$ cat src/rtl/dht11_display_if.sv
// dht11_display_if: frame handshake between the DHT11 reader and its consumer.
//   frame_in    [39:0] sensor frame {hum_int, hum_dec, temp_int, temp_dec, checksum}
//   frame_valid        one-cycle strobe, frame_in valid in the same cycle
//   busy               consumer is processing a frame; strobes are dropped while high
// master = sensor reader side, slave = dht11_display side.
interface dht11_display_if;
  logic [39:0] frame_in;
  logic        frame_valid;
  logic        busy;

  modport master (output frame_in, output frame_valid, input busy);
  modport slave  (input frame_in, input frame_valid, output busy);
endinterface

$ cat src/rtl/dht11_display.sv
// dht11_display: checks a DHT11 frame, clamps humidity/temperature integer bytes
// to 0..99, converts them to BCD with a shift-add-3 engine and scans them onto a
// 4-digit multiplexed seven-segment display (humidity left, temperature right).
// Ports:
//   clk, rst (async, active-low)
//   fif        frame handshake (frame_in, frame_valid in; busy out)
//   data_ok    sticky, set by the first good frame
//   hum_bcd    {tens, ones} displayed humidity
//   temp_bcd   {tens, ones} displayed temperature
//   overrange  last good frame had a clamped byte
//   err_count  checksum failures, saturating at 255
//   seg/an/dp  active-low segment {g..a}, digit enables, decimal point
//
// state  | meaning
// IDLE   | waiting for frame_valid; captures frame_in
// CHECK  | compares byte sum with checksum; loads clamped bytes or counts error
// CONV   | 8 shift-add-3 iterations on both bytes in parallel
// LOAD   | publishes BCD values, overrange and data_ok
module dht11_display #(
  parameter int CLK_HZ      = 125000000,
  parameter int REFRESH_DIV = 125000
) (
  input  logic           clk,
  input  logic           rst,
  dht11_display_if.slave fif,
  output logic           data_ok,
  output logic [7:0]     hum_bcd,
  output logic [7:0]     temp_bcd,
  output logic           overrange,
  output logic [7:0]     err_count,
  output logic [6:0]     seg,
  output logic [3:0]     an,
  output logic           dp
);
  localparam logic [1:0] S_IDLE  = 2'd0;
  localparam logic [1:0] S_CHECK = 2'd1;
  localparam logic [1:0] S_CONV  = 2'd2;
  localparam logic [1:0] S_LOAD  = 2'd3;

  localparam int            CW        = (REFRESH_DIV > 1) ? $clog2(REFRESH_DIV) : 1;
  localparam logic [CW-1:0] SCAN_LAST = CW'(REFRESH_DIV - 1);
  localparam logic [6:0]    SEG_DASH  = 7'b0111111;

  if (REFRESH_DIV < 2 || CLK_HZ < 1) begin : g_param_check
    $error("dht11_display: REFRESH_DIV must be at least 2 and CLK_HZ positive");
  end

  logic [1:0]  state;
  logic [39:0] frame_q;
  logic [15:0] hum_sr, temp_sr;
  logic [2:0]  iter;
  logic        over_q;
  logic [7:0]  sum, hum_clamp, temp_clamp;

  assign sum        = frame_q[39:32] + frame_q[31:24] + frame_q[23:16] + frame_q[15:8];
  assign hum_clamp  = (frame_q[39:32] > 8'd99) ? 8'd99 : frame_q[39:32];
  assign temp_clamp = (frame_q[23:16] > 8'd99) ? 8'd99 : frame_q[23:16];
  assign fif.busy   = (state != S_IDLE);

  // One double-dabble step on {bcd[15:8], bin[7:0]}. Inputs are clamped to 99,
  // so no hundreds digit is ever produced and two BCD nibbles suffice.
  function automatic logic [15:0] dd_step(input logic [15:0] sr);
    logic [15:0] t;
    t = sr;
    if (t[15:12] >= 4'd5) t[15:12] = t[15:12] + 4'd3;
    if (t[11:8]  >= 4'd5) t[11:8]  = t[11:8]  + 4'd3;
    return {t[14:0], 1'b0};
  endfunction

  always_ff @(posedge clk or negedge rst) begin
    if (!rst) begin
      state     <= S_IDLE;
      frame_q   <= '0;
      hum_sr    <= '0;
      temp_sr   <= '0;
      iter      <= '0;
      over_q    <= 1'b0;
      hum_bcd   <= '0;
      temp_bcd  <= '0;
      overrange <= 1'b0;
      data_ok   <= 1'b0;
      err_count <= '0;
    end else begin
      case (state)
        S_IDLE: begin
          if (fif.frame_valid) begin
            frame_q <= fif.frame_in;
            state   <= S_CHECK;
          end
        end
        S_CHECK: begin
          if (sum != frame_q[7:0]) begin
            if (err_count != 8'hFF) err_count <= err_count + 8'd1;
            state <= S_IDLE;
          end else begin
            hum_sr  <= {8'd0, hum_clamp};
            temp_sr <= {8'd0, temp_clamp};
            over_q  <= (frame_q[39:32] > 8'd99) || (frame_q[23:16] > 8'd99);
            iter    <= '0;
            state   <= S_CONV;
          end
        end
        S_CONV: begin
          hum_sr  <= dd_step(hum_sr);
          temp_sr <= dd_step(temp_sr);
          iter    <= iter + 3'd1;
          if (iter == 3'd7) state <= S_LOAD;
        end
        S_LOAD: begin
          hum_bcd   <= hum_sr[15:8];
          temp_bcd  <= temp_sr[15:8];
          overrange <= over_q;
          data_ok   <= 1'b1;
          state     <= S_IDLE;
        end
        default: state <= S_IDLE;
      endcase
    end
  end

  function automatic logic [6:0] seg_code(input logic [3:0] d);
    case (d)
      4'd0:    return 7'b1000000;
      4'd1:    return 7'b1111001;
      4'd2:    return 7'b0100100;
      4'd3:    return 7'b0110000;
      4'd4:    return 7'b0011001;
      4'd5:    return 7'b0010010;
      4'd6:    return 7'b0000010;
      4'd7:    return 7'b1111000;
      4'd8:    return 7'b0000000;
      4'd9:    return 7'b0010000;
      default: return SEG_DASH;
    endcase
  endfunction

  // Digit 0/1 = temperature ones/tens, digit 2/3 = humidity ones/tens.
  function automatic logic [6:0] digit_seg(input logic [1:0] idx, input logic ok,
                                           input logic [7:0] hum, input logic [7:0] temp);
    logic [3:0] d;
    case (idx)
      2'd0:    d = temp[3:0];
      2'd1:    d = temp[7:4];
      2'd2:    d = hum[3:0];
      default: d = hum[7:4];
    endcase
    return ok ? seg_code(d) : SEG_DASH;
  endfunction

  logic [CW-1:0] scan_cnt;
  logic [1:0]    digit_idx, digit_nxt;
  logic          first_pend;
  logic [6:0]    seg_cur, seg_nxt;

  assign digit_nxt = digit_idx + 2'd1;
  assign seg_cur   = digit_seg(digit_idx, data_ok, hum_bcd, temp_bcd);
  assign seg_nxt   = digit_seg(digit_nxt, data_ok, hum_bcd, temp_bcd);

  // Segments only move at digit advances, except once right after the first
  // good frame so the dashes are replaced without waiting for the next digit.
  always_ff @(posedge clk or negedge rst) begin
    if (!rst) begin
      scan_cnt   <= '0;
      digit_idx  <= 2'd0;
      an         <= 4'b1110;
      seg        <= SEG_DASH;
      dp         <= 1'b1;
      first_pend <= 1'b0;
    end else begin
      first_pend <= (state == S_LOAD) && !data_ok;
      if (scan_cnt == SCAN_LAST) begin
        scan_cnt  <= '0;
        digit_idx <= digit_nxt;
        an        <= ~(4'b0001 << digit_nxt);
        seg       <= seg_nxt;
        dp        <= (digit_nxt != 2'd2);
      end else begin
        scan_cnt <= scan_cnt + 1'b1;
        if (first_pend) seg <= seg_cur;
      end
    end
  end
endmodule
$ cat src/flat_wrapper.sv
// flat-port wrapper written by rule: the top's interface ports become plain ports
module dht11_display_flat 
#(
  parameter int CLK_HZ      = 125000000,
  parameter int REFRESH_DIV = 125000
)
  (clk, rst, data_ok, hum_bcd, temp_bcd, overrange, err_count, seg, an, dp, fif_frame_in, fif_frame_valid, fif_busy);
  dht11_display_if fif_i ();
  input  logic clk;
  input  logic rst;
  output logic data_ok;
  output logic [7:0] hum_bcd;
  output logic [7:0] temp_bcd;
  output logic overrange;
  output logic [7:0] err_count;
  output logic [6:0] seg;
  output logic [3:0] an;
  output logic dp;
  input wire logic [$bits(fif_i.frame_in)-1:0] fif_frame_in;
  input wire logic [$bits(fif_i.frame_valid)-1:0] fif_frame_valid;
  output wire logic [$bits(fif_i.busy)-1:0] fif_busy;
  assign fif_i.frame_in = fif_frame_in;
  assign fif_i.frame_valid = fif_frame_valid;
  assign fif_busy = fif_i.busy;
  dht11_display #(.CLK_HZ(CLK_HZ), .REFRESH_DIV(REFRESH_DIV)) u_core (.clk(clk), .rst(rst), .fif(fif_i), .data_ok(data_ok), .hum_bcd(hum_bcd), .temp_bcd(temp_bcd), .overrange(overrange), .err_count(err_count), .seg(seg), .an(an), .dp(dp));
endmodule
$ cat config.mk
export PLATFORM = sky130hd
export DESIGN_NAME = dht11_display_flat
export DESIGN_NICKNAME = d
export VERILOG_FILES = /design/src/rtl/dht11_display_if.sv /design/src/rtl/dht11_display.sv /design/src/flat_wrapper.sv
export SDC_FILE = /design/constraint.sdc
export NUM_CORES = 1
export LEC_CHECK = 0
export ABC_AREA = 1
export BUFFER_PORTS_ARGS = -buffer_cell sky130_fd_sc_hd__buf_2
export CAP_MARGIN = 20
export CORE_ASPECT_RATIO = 0.75
export CORE_UTILIZATION = 59
export DETAILED_ROUTE_END_ITERATION = 7
export MAX_ROUTING_LAYER = met4
export PLACE_DENSITY = 0.87
export SYNTH_ARGS = -nofsm -noshare
export SYNTH_HDL_FRONTEND = slang
export SYNTH_SLANG_ARGS = --single-unit
$ cat constraint.sdc
create_clock -name clk -period 4.6 [get_ports clk]
set_input_delay 0.92 -clock clk [delete_from_list [all_inputs] [get_ports clk]]
set_output_delay 0.92 -clock clk [all_outputs]
set_load 0.01 [all_outputs]
==> metrics.cfg <==
[min_path]
whs_endpoint=u_core.first_pend$_DFF_PN0_
hold_path.class=reg2reg
min_path_cells=1
hp-start=u_core.data_ok$_DFFE_PN0N_

[die]
rows=35
die_h_um=100
die_area_um2=13300
start_util_pct=61.0
die_w_um=133
io_pins=82
core_um2=12400

[worst_setup_path]
cp.arrival_ps=4100
critPathLaunchType=flip-flop
r2r_start=u_core.frame_q[9]$_DFFE_PN0P_
reg2regPathDepth=16
cp_max_fo=12
worstSetupPathType=reg2reg
end_kind=flip-flop
rrSetupSlack_ps=820
timing.rr.end=u_core.err_count[7]$_DFFE_PN0P_
cp.required_ps=4920

[route]
drc=0
dr.pass1.iters=6
wl_per_cell_um=15.6
routed_via_density=5.64
ant_nets=0
totalWireLength_um=18100
drtIter0Drc=679
vias=6536

[power]
power_density_nw_per_um2=756
p_sw_mw=2.89
switching_share_pct=43.9
p_clk_share_pct=20.8
seq_power_share_pct=27.1
peakVddDrop_uv=896
p_total_mw=6.57
p_comb_share_pct=52.1
p_leak_nw=4.58
p_int_mw=3.68

[sta]
drv_slew=0
hold-worst-slack_ps=450
rsz0062_at_grt=no
min_period_ps=3780
relSlewSlack_pct=38.2
worst_slew_pin_slew_ps=926
setup_viol=0
clock.fmax_ghz=0.265
finalClockSkew_ps=12.7
setup-tns-final_ps=0
hold_viol=0
finalCritPeriodShare_pct=82.2

[logic_synthesis]
synthCells=900
yosys_warnings=0
synth_area_um2=7560
seq_area_frac_synth_pct=44.8
synth_cell_types=39
syn-num-nets=992
avgSynthCellArea_um2=8.40
synth_seq_cells=135

[cts]
clock_path_buffers=2
numCtsBuffers=17
ctsHtreeMaxLevel=4
clkSinkCount=135
root_buffer=clkbuf_16
post-cts-setup-buffer-count=0
clock_latency_ps=430
ctsResizeCount=0
holdBufCountCts=0
cts.reportedPaths.clkPinSlew_ps=60
tritoncts=done

[final_layout]
fin_util_pct=70.1
nFillCells=897
layout-drive-gt1-share_pct=17.1
diodes=0
num-nets-final=1073
areaGrowthSynthToFinish_pct=15.0

[place]
hpwlAfterDp_um=11700
io_buffers=81
gp_congestion=0.909

[outcome]
outcome=completed

[global_route]
grt_start_max_net_pins=68
overflow=0
grt_pass1_vias=6392
gr-usage-all-layers_pct=30.0
grt_pass1_wl_um=30300
antenna_found_initial=0

[flow_run]
maxCapViolations=0

## worst max path at each step
stage | start | end | slack [ps] | cells after the start
after global placement | u_core.frame_q[9]$_DFFE_PN0P_ | u_core.err_count[3]$_DFFE_PN0P_ | 980 | 16
after CTS | u_core.frame_q[9]$_DFFE_PN0P_ | u_core.err_count[3]$_DFFE_PN0P_ | 840 | 16
after global routing | u_core.frame_q[9]$_DFFE_PN0P_ | u_core.err_count[7]$_DFFE_PN0P_ | 570 | 16
final | u_core.frame_q[9]$_DFFE_PN0P_ | u_core.err_count[7]$_DFFE_PN0P_ | 820 | 16
after floorplan | u_core.frame_q[9]$_DFFE_PN0P_ | u_core.temp_sr[0]$_DFFE_PN0P_ | 1370 | 16
after detailed placement | u_core.frame_q[9]$_DFFE_PN0P_ | u_core.err_count[3]$_DFFE_PN0P_ | 880 | 16
## synthesized netlist by cell type (all sizes together)
cell / number / area (um^2)
or2: 3 / 18.8
nor3: 7 / 35.0
xnor2: 8 / 70.1
buf: 16 / 134
nand2: 232 / 873
a21oi: 40 / 211
mux2: 27 / 304
clkbuf: 9 / 33.8
dfrtp: 126 / 3150
o311ai: 1 / 8.76
nor2: 63 / 249
o22ai: 9 / 62.6
o21ai: 60 / 300
a31oi: 4 / 25.0
nand3: 92 / 475
nor3b: 1 / 7.51
a22o: 1 / 8.76
fa: 14 / 280
ha: 35 / 438
o31ai: 1 / 7.51
xor2: 9 / 78.8
inv: 118 / 443
o211ai: 1 / 7.51
nand4: 10 / 68.8
dfstp: 9 / 236
nand3b: 4 / 30.0
## stage by stage
stage               instances  setup slack [ps]  area (um^2)
floorplan                 900              1370         7560
global placement         1126               981         8050
detailed placement       1126               878         8050
CTS                      1157               845         8640
global route             1159               574         8690
finish                   1159               820         8690
## final cells by class
cell class / instances / area [um^2] / area share, %
sequential: 135 / 3390 / 39.0
tap: 166 / 208 / 2.39
clock inverter: 11 / 125 / 1.44
inverter: 118 / 443 / 5.10
multi-input combinational: 622 / 3560 / 41.0
clock buffer: 20 / 467 / 5.37
timing repair buffer: 87 / 497 / 5.71
## sequential cells by signal (all words and copies together), names as in the netlist, named ones only
name               flops
u_core.over_q          1
u_core.err_count       8
u_core.iter            3
u_core.data_ok         1
u_core.frame_q        40
u_core.scan_cnt       17
u_core.temp_sr        16
u_core.digit_idx       2
u_core.overrange       1
u_core.first_pend      1
u_core.temp_bcd        8
u_core.seg             7
u_core.an              4
u_core.state           1
u_core.hum_bcd         8
u_core.hum_sr         16
## cells in the final DEF, fill, tap and decap left out, types with 2 or more instances in the layout
master / Yosys / final
or2_2: 3 / 3
a21oi_1: 39 / 39
bufinv_16: 0 / 2
clkinvlp_4: 0 / 2
buf_4: 5 / 4
nor3_1: 7 / 7
o21ai_0: 55 / 55
o22ai_1: 8 / 8
mux2_2: 27 / 27
nand3b_1: 4 / 4
nand3_1: 89 / 89
clkbuf_8: 0 / 3
inv_1: 116 / 116
a31oi_1: 4 / 4
clkbuf_16: 0 / 17
buf_2: 5 / 80
nand4_1: 9 / 9
dfstp_2: 9 / 9
nor2_1: 60 / 60
buf_16: 0 / 2
dfrtp_1: 126 / 126
nand3_2: 3 / 3
ha_1: 35 / 35
xnor2_1: 8 / 8
nand2_2: 1 / 2
nor2_2: 2 / 2
xor2_1: 9 / 9
nand2_1: 231 / 230
clkinv_4: 0 / 4
clkinv_2: 0 / 3
inv_2: 2 / 2
fa_1: 14 / 14
o21ai_1: 5 / 5
## power groups by stage
stage	clock network (mW)	registers, mW	logic [mW]
CTS	1.37	1.77	3.31
floorplan	0	1.73	2.61
detailed placement	0	1.78	3.21
global route	1.43	1.81	3.81
finish	1.37	1.78	3.42
global placement	0	1.77	3.07
## cell families (layout without fill, tap and decap cells)
logic type	Yosys count	after routing	share of synthesized area, %
compound gates	117	117	8.36
xor+xnor	17	17	1.97
fa+ha+maj	49	49	9.50
buf+inv	143	236	8.08
flops	135	135	44.8
mux	27	27	4.02
simple gates	412	412	23.3
## routing by layer
metal / up-vias / track usage (%) / routed length, um
li1: 3066 / - / -
met1: 3085 / 39.5 / 7890
met2: 322 / 46.2 / 8380
met3: 63 / 6.36 / 1340
met4: 0 / 11.0 / 450
met5: - / - / 0
## critical path, stage by stage (launching register included)
cell and delay, ps:
dfrtp_1 390, fa_1 530, inv_1 50, fa_1 500, inv_1 40, ha_1 240
fa_1 510, xnor2_1 110, nand3_1 80, nor2_1 100, nand3_1 90, nor2_2 170
nand3_1 200, nand2_1 330, inv_1 170, nand2_1 90, nand2_1 50
(Power assumes the default switching activity.)
